<file path="config.mk">
export PLATFORM = sky130hd
export DESIGN_NAME = async_req_arbiter_flat
export DESIGN_NICKNAME = d
export VERILOG_FILES = /design/src/rtl/async_req_arbiter_if.sv /design/src/rtl/async_req_arbiter.sv /design/src/flat_wrapper.sv
export SDC_FILE = /design/constraint.sdc
export NUM_CORES = 1
export LEC_CHECK = 0
export BUFFER_PORTS_ARGS = -buffer_cell sky130_fd_sc_hd__buf_4
export CAP_MARGIN = 10
export CORE_MARGIN = 1.5
export CORE_UTILIZATION = 52
export DETAILED_ROUTE_END_ITERATION = 8
export PLACE_DENSITY = 0.75
export REMOVE_ABC_BUFFERS = 1
export SETUP_SLACK_MARGIN = 0.5
export SLEW_MARGIN = 20
export SYNTH_ARGS = -nofsm -noshare
export SYNTH_HDL_FRONTEND = slang
export SYNTH_SLANG_ARGS = --single-unit
</file>
<file path="constraint.sdc">
create_clock -name clk -period 1.9 [get_ports clk]
set_clock_uncertainty 0.15 [all_clocks]
set_input_delay 0.19 -clock clk [delete_from_list [all_inputs] [get_ports clk]]
set_output_delay 0.19 -clock clk [all_outputs]
set_load 0.02 [all_outputs]
</file>
<file path="src/rtl/async_req_arbiter_if.sv">
// Handshake bundle between the asynchronous requesters / shared resource and the arbiter.
// The arbiter uses the slave modport; requesters and the resource together use master.
`timescale 1ns/1ps
interface async_req_arbiter_if #(
  parameter int unsigned N = 4
);
  localparam int unsigned IW = $clog2(N);

  logic [N-1:0]  async_req;
  logic [N-1:0]  ack;
  logic          grant_vld;
  logic [IW-1:0] grant_idx;
  logic          done;
  logic          timeout_err;

  modport master (
    output async_req,
    output done,
    input  ack,
    input  grant_vld,
    input  grant_idx,
    input  timeout_err
  );

  modport slave (
    input  async_req,
    input  done,
    output ack,
    output grant_vld,
    output grant_idx,
    output timeout_err
  );
endinterface

</file>
<file path="src/rtl/async_req_arbiter.sv">
// Round-robin arbiter for N asynchronous four-phase requesters sharing one synchronous resource.
// Optional ACK-phase timeout with per-channel masking is enabled by defining ARB_TIMEOUT_EN.
`timescale 1ns/1ps
module async_req_arbiter #(
  parameter int unsigned N           = 4,
  parameter int unsigned SYNC_STAGES = 2,
  parameter int unsigned TIMEOUT     = 64
) (
  input logic                clk,
  input logic                rst,
  async_req_arbiter_if.slave bus
);
  localparam int unsigned IW = $clog2(N);

  localparam logic [1:0] StIdle  = 2'd0;
  localparam logic [1:0] StGrant = 2'd1;
  localparam logic [1:0] StAck   = 2'd2;

  if (N < 2 || N > 16) begin : g_bad_n
    $error("async_req_arbiter: N must be within 2..16");
  end
  if (SYNC_STAGES < 2) begin : g_bad_sync
    $error("async_req_arbiter: SYNC_STAGES must be at least 2");
  end
  if (TIMEOUT < 1) begin : g_bad_timeout
    $error("async_req_arbiter: TIMEOUT must be at least 1");
  end

  // Stage 0 is the only flop that sees raw async_req; sreq is the last stage.
  logic [SYNC_STAGES-1:0][N-1:0] sync_q;
  logic [N-1:0]                  sreq;

  always_ff @(posedge clk or posedge rst) begin
    if (rst) begin
      sync_q <= '0;
    end else begin
      sync_q <= {sync_q[SYNC_STAGES-2:0], bus.async_req};
    end
  end

  assign sreq = sync_q[SYNC_STAGES-1];

  logic [1:0]    state_q, state_d;
  logic [IW-1:0] ptr_q, ptr_d;
  logic [IW-1:0] grant_idx_q, grant_idx_d;
  logic          grant_vld_q, grant_vld_d;
  logic [N-1:0]  ack_q, ack_d;
  logic [N-1:0]  eligible;
  logic [N-1:0]  grant_oh;
  logic [IW-1:0] next_ptr;

`ifdef ARB_TIMEOUT_EN
  localparam int unsigned CW = $clog2(TIMEOUT + 1);

  logic [N-1:0]  mask_q, mask_d;
  logic [CW-1:0] cnt_q, cnt_d;
  logic          tmo_q, tmo_d;

  assign eligible = sreq & ~mask_q;
`else
  assign eligible = sreq;
`endif

  assign grant_oh = {{(N-1){1'b0}}, 1'b1} << grant_idx_q;
  assign next_ptr = (32'(grant_idx_q) == N - 1) ? '0 : grant_idx_q + 1'b1;

  // Round-robin scan: first eligible request at or after ptr, wrapping N-1 -> 0.
  logic          found;
  logic [IW-1:0] pick;
  logic [IW-1:0] cand;
  int unsigned   cand_int;

  always_comb begin
    found    = 1'b0;
    pick     = '0;
    cand     = '0;
    cand_int = 0;
    for (int unsigned k = 0; k < N; k++) begin
      cand_int = (32'(ptr_q) + k) % N;
      cand     = IW'(cand_int);
      if (!found && eligible[cand]) begin
        found = 1'b1;
        pick  = cand;
      end
    end
  end

  always_comb begin
    state_d     = state_q;
    ptr_d       = ptr_q;
    grant_idx_d = grant_idx_q;
    grant_vld_d = grant_vld_q;
    ack_d       = ack_q;
`ifdef ARB_TIMEOUT_EN
    cnt_d       = cnt_q;
    tmo_d       = 1'b0;
    mask_d      = mask_q & sreq;
`endif
    case (state_q)
      StIdle: begin
        if (found) begin
          grant_idx_d = pick;
          grant_vld_d = 1'b1;
          state_d     = StGrant;
        end
      end
      StGrant: begin
        // Served even if the request has already dropped.
        if (bus.done) begin
          grant_vld_d = 1'b0;
          ack_d       = grant_oh;
          state_d     = StAck;
`ifdef ARB_TIMEOUT_EN
          cnt_d       = '0;
`endif
        end
      end
      StAck: begin
        if (!sreq[grant_idx_q]) begin
          ack_d   = '0;
          ptr_d   = next_ptr;
          state_d = StIdle;
`ifdef ARB_TIMEOUT_EN
        end else if (cnt_q == CW'(TIMEOUT - 1)) begin
          // Stuck requester: drop it from arbitration until its request falls.
          ack_d               = '0;
          tmo_d               = 1'b1;
          mask_d[grant_idx_q] = 1'b1;
          ptr_d               = next_ptr;
          state_d             = StIdle;
        end else begin
          cnt_d = cnt_q + 1'b1;
`endif
        end
      end
      default: begin
        state_d     = StIdle;
        grant_vld_d = 1'b0;
        ack_d       = '0;
      end
    endcase
  end

  always_ff @(posedge clk or posedge rst) begin
    if (rst) begin
      state_q     <= StIdle;
      ptr_q       <= '0;
      grant_idx_q <= '0;
      grant_vld_q <= 1'b0;
      ack_q       <= '0;
    end else begin
      state_q     <= state_d;
      ptr_q       <= ptr_d;
      grant_idx_q <= grant_idx_d;
      grant_vld_q <= grant_vld_d;
      ack_q       <= ack_d;
    end
  end

`ifdef ARB_TIMEOUT_EN
  always_ff @(posedge clk or posedge rst) begin
    if (rst) begin
      mask_q <= '0;
      cnt_q  <= '0;
      tmo_q  <= 1'b0;
    end else begin
      mask_q <= mask_d;
      cnt_q  <= cnt_d;
      tmo_q  <= tmo_d;
    end
  end

  assign bus.timeout_err = tmo_q;
`else
  assign bus.timeout_err = 1'b0;
`endif

  assign bus.ack       = ack_q;
  assign bus.grant_vld = grant_vld_q;
  assign bus.grant_idx = grant_idx_q;

endmodule

</file>
<file path="src/flat_wrapper.sv">
// flat-port wrapper written by rule: the top's interface ports become plain ports
module async_req_arbiter_flat 
#(
  parameter int unsigned N           = 4,
  parameter int unsigned SYNC_STAGES = 2,
  parameter int unsigned TIMEOUT     = 64
)
  (clk, rst, bus_async_req, bus_done, bus_ack, bus_grant_vld, bus_grant_idx, bus_timeout_err);
  async_req_arbiter_if #(.N(N)) bus_i ();
  input logic clk;
  input logic rst;
  input wire logic [$bits(bus_i.async_req)-1:0] bus_async_req;
  input wire logic [$bits(bus_i.done)-1:0] bus_done;
  output wire logic [$bits(bus_i.ack)-1:0] bus_ack;
  output wire logic [$bits(bus_i.grant_vld)-1:0] bus_grant_vld;
  output wire logic [$bits(bus_i.grant_idx)-1:0] bus_grant_idx;
  output wire logic [$bits(bus_i.timeout_err)-1:0] bus_timeout_err;
  assign bus_i.async_req = bus_async_req;
  assign bus_i.done = bus_done;
  assign bus_ack = bus_i.ack;
  assign bus_grant_vld = bus_i.grant_vld;
  assign bus_grant_idx = bus_i.grant_idx;
  assign bus_timeout_err = bus_i.timeout_err;
  async_req_arbiter #(.N(N), .SYNC_STAGES(SYNC_STAGES), .TIMEOUT(TIMEOUT)) u_core (.clk(clk), .rst(rst), .bus(bus_i));
endmodule
</file>
==> impl_results.md <==
- Syn avg cell area: 11.53 µm²
- I/O Buffers: 13
- Final #Nets: 121
- Placed Area: approximately 1000 µm²
- Crit-path max cell delay: ~0.56 ns
- Worst vdd ir: around 0.86 mV
- CTS Buf Count: 3
- Cell Count, Final, Fillers Out: 125
- Least-Margin Pin Slew: 0.7359 ns
- Post-synthesis sequential area ratio: a little over half
- Initial Utilization: 56.73%
- Die area: 1916 µm²
- Remaining DRCs: 0
- Initial antenna violation count: 0
- Core Rows: 14
- Mean routed wirelength per cell: approximately 15 µm
- Die X-Extent: 43.78 µm
- Max-slew violations: 0
- Achievable Freq: 578.9 MHz
- Clock Pin Slew Worst Setup and Hold Paths: 0.11 ns
- Finished Cell Area: 1206 µm²
- Overflow after GRT: 0
- Final Hold Fails: 0
- Critical Path AT: 1.77 ns
- Clk buf depth: 2
- Synth warn: 0
- Tmin final: 1.727 ns
- Clk network pwr share: approximately 13%
- Pint: 0.9612 mW
- Placed Instances: 106
- Max FO, Critical Path: 2
- WP buf/inv: 0
- Vias in the first global route: 599
- Highest-delay cell along the critical path: mux4_2
- Final Wtd Congestion: 0.7197
- Clk_lat worst skew: 0.30 ns
- Synth Register Bits: 19
- Commonest non-fill, non-tap cells in the layout: 21 x buf_4, 19 x dfrtp_1, 9 x inv_1, 6 x dlygate4sd3_1
- WL final: 1923 µm
- Setup CP Type: flip-flop to flip-flop
- Endpoints failing setup: 0
- NetSw: 0.6283 mW
- Initial detailed-routing violation count: 9
- Core area: 1524 µm²
- Worst hold path class: flip-flop to flip-flop
- Static Leak: 0.5686 nW
- Pwr/cell area: approximately 1300 nW/µm²
- Worst-path cell chain: mux4_2 -> nor3_4 -> mux2_1
- Headroom to the max-slew limit: 50.89%
- Overall routing resource usage: a little over a fifth
- Layout area overhead: 39.51%
- RSZ-0062 raised after global routing: yes
- Sequential Power Share: 38.7%
- CTS tree: done
- Commonest non-fill, non-tap cell in the layout: buf_4
- Final Cycle Share: 90.91%
- Ant diodes: 0
- CP Capture Type: flip-flop
- Outcome: completed
- Setup TNS: 0 ns
- Routed vias: 681
- CP Launch Type: flip-flop
- Combinational power share: 48.4%
- Max cap viols: 0
- First-pass GRT wire length: between 2000 and 3000 µm
- Family with the most delay on the worst path: multiplexers
- Fraction of layout cells with a size suffix above 1: 33.94%
- Post-synth cell types: 26
- Post-DP HPWL: 1152 µm
- Root buf cell: clkbuf_4
- Clock sink count: 19
- Sw frac: 39.53%
- First drt pass iteration count: 4
- Die H: between 40 and 50 µm
- CTS H-tree lvls: 1
- CP required: 1.94 ns
- Ports: 15
- Mapped Cells: 75
- Largest net degree at the start of global routing: 20
- Antenna-violating nets left: 0
- Mapped Area: 864.6 µm²
- Via density: 5.448
-- sequential cells by signal, summed over array words and instances (netlist names) --
register / cells
u_core.bus.ack: 4
u_core.bus.grant_idx: 2
u_core.bus.grant_vld: 1
u_core.eligible: 4
u_core.ptr_q: 2
u_core.state_q: 2
u_core.sync_q: 4
-- synthesized netlist by cell type --
cell | number | area [µm²]
dfrtp_1 | 19 | 475.5
nor2b_1 | 2 | 12.51
or2_1 | 2 | 12.51
o21ai_1 | 4 | 20.02
buf_4 | 1 | 7.510
a22oi_1 | 4 | 30.03
o21bai_2 | 1 | 11.26
nand2_1 | 4 | 15.01
o41ai_2 | 1 | 16.27
nand2b_1 | 3 | 18.77
mux2i_1 | 1 | 10.01
o21bai_1 | 1 | 7.510
mux2_1 | 2 | 22.52
nor3_4 | 1 | 16.27
ha_1 | 4 | 50.05
conb_1 | 1 | 3.750
inv_1 | 9 | 33.78
a211oi_1 | 1 | 7.510
o21ai_0 | 3 | 15.01
a21oi_1 | 2 | 10.01
and3b_1 | 1 | 8.760
mux4_2 | 1 | 22.52
o31ai_1 | 1 | 7.510
nor4_1 | 1 | 6.260
nor2_1 | 4 | 15.01
a311oi_1 | 1 | 8.760
-- what timing repair did --
action,CTS,global route
gates resized for setup,0,11
pin swaps,0,3
hold buffers,6,0
buffers inserted,3,6
gates cloned,0,0
endpoints found under the hold margin,24,0
endpoints found under the setup margin,11,13
-- power groups by stage --
stage	clock network (mW)	registers (mW)	logic, mW
after floorplan	0	0.703	0.326
after global placement	0	0.611	0.648
after detailed placement	0	0.619	0.660
after CTS	0.209	0.610	0.699
after global routing	0.218	0.629	0.842
final	0.206	0.615	0.769
-- routing by layer --
layer,global-route usage (%),wire [µm],vias to the layer above,part of all wire [%]
li1,-,-,325,-
met1,27.20,829,330,43
met2,35.29,973,20,51
met3,3.750,59,6,3.1
met4,12.73,61,0,3.2
met5,0,0,-,0
-- cell families (layout without fill, tap and decap cells) --
group,after synthesis,in the layout,share of synthesized area (%)
other cells,1,1,0.4337
mux,4,4,6.367
compound gates,19,19,15.49
fa+ha+maj,4,4,5.789
flops,19,19,54.99
buf+inv,10,44,4.776
simple gates,18,18,12.16
-- layout make-up --
type,instances,area [µm²]
well taps,16,20.02
flip-flops and latches,19,475.5
repair buffers,31,262.8
clock inverters,1,5.005
multi-input cells,46,386.6
inverters,9,33.78
clock buffers,3,22.52
fillers,94,317.8
-- final timing paths --
kind	startpoint	end	slack, ns	depth (start not counted)
worst max-delay path	u_core.bus.grant_idx[0]	u_core.ptr_q[0]	0.17	3
worst min-delay path	u_core.sync_q[1]	u_core.eligible[1]	0.21	0
worst max register to register	u_core.bus.grant_idx[0]	u_core.ptr_q[0]	0.17	3
worst min register to register	u_core.sync_q[1]	u_core.eligible[1]	0.21	0
max in group asynchronous	rst	u_core.bus.ack[3]	0.71	3
min in group asynchronous	rst	u_core.eligible[2]	0.42	3
-- per-stage QoR --
stage          setup WS, ns  hold WS (ns)  util [%]  power, mW
4_1_cts              0.1644        0.2127     72.66      1.518
2_1_floorplan       0.02452     -0.008868         -      1.029
3_5_place_dp         0.1489        0.1506     65.44      1.279
3_3_place_gp         0.2059        0.1497     65.44      1.259
6_report             0.1727        0.2102     79.15      1.589
5_1_grt              0.1379        0.2172     79.15      1.689
(Power assumes the default switching activity.)
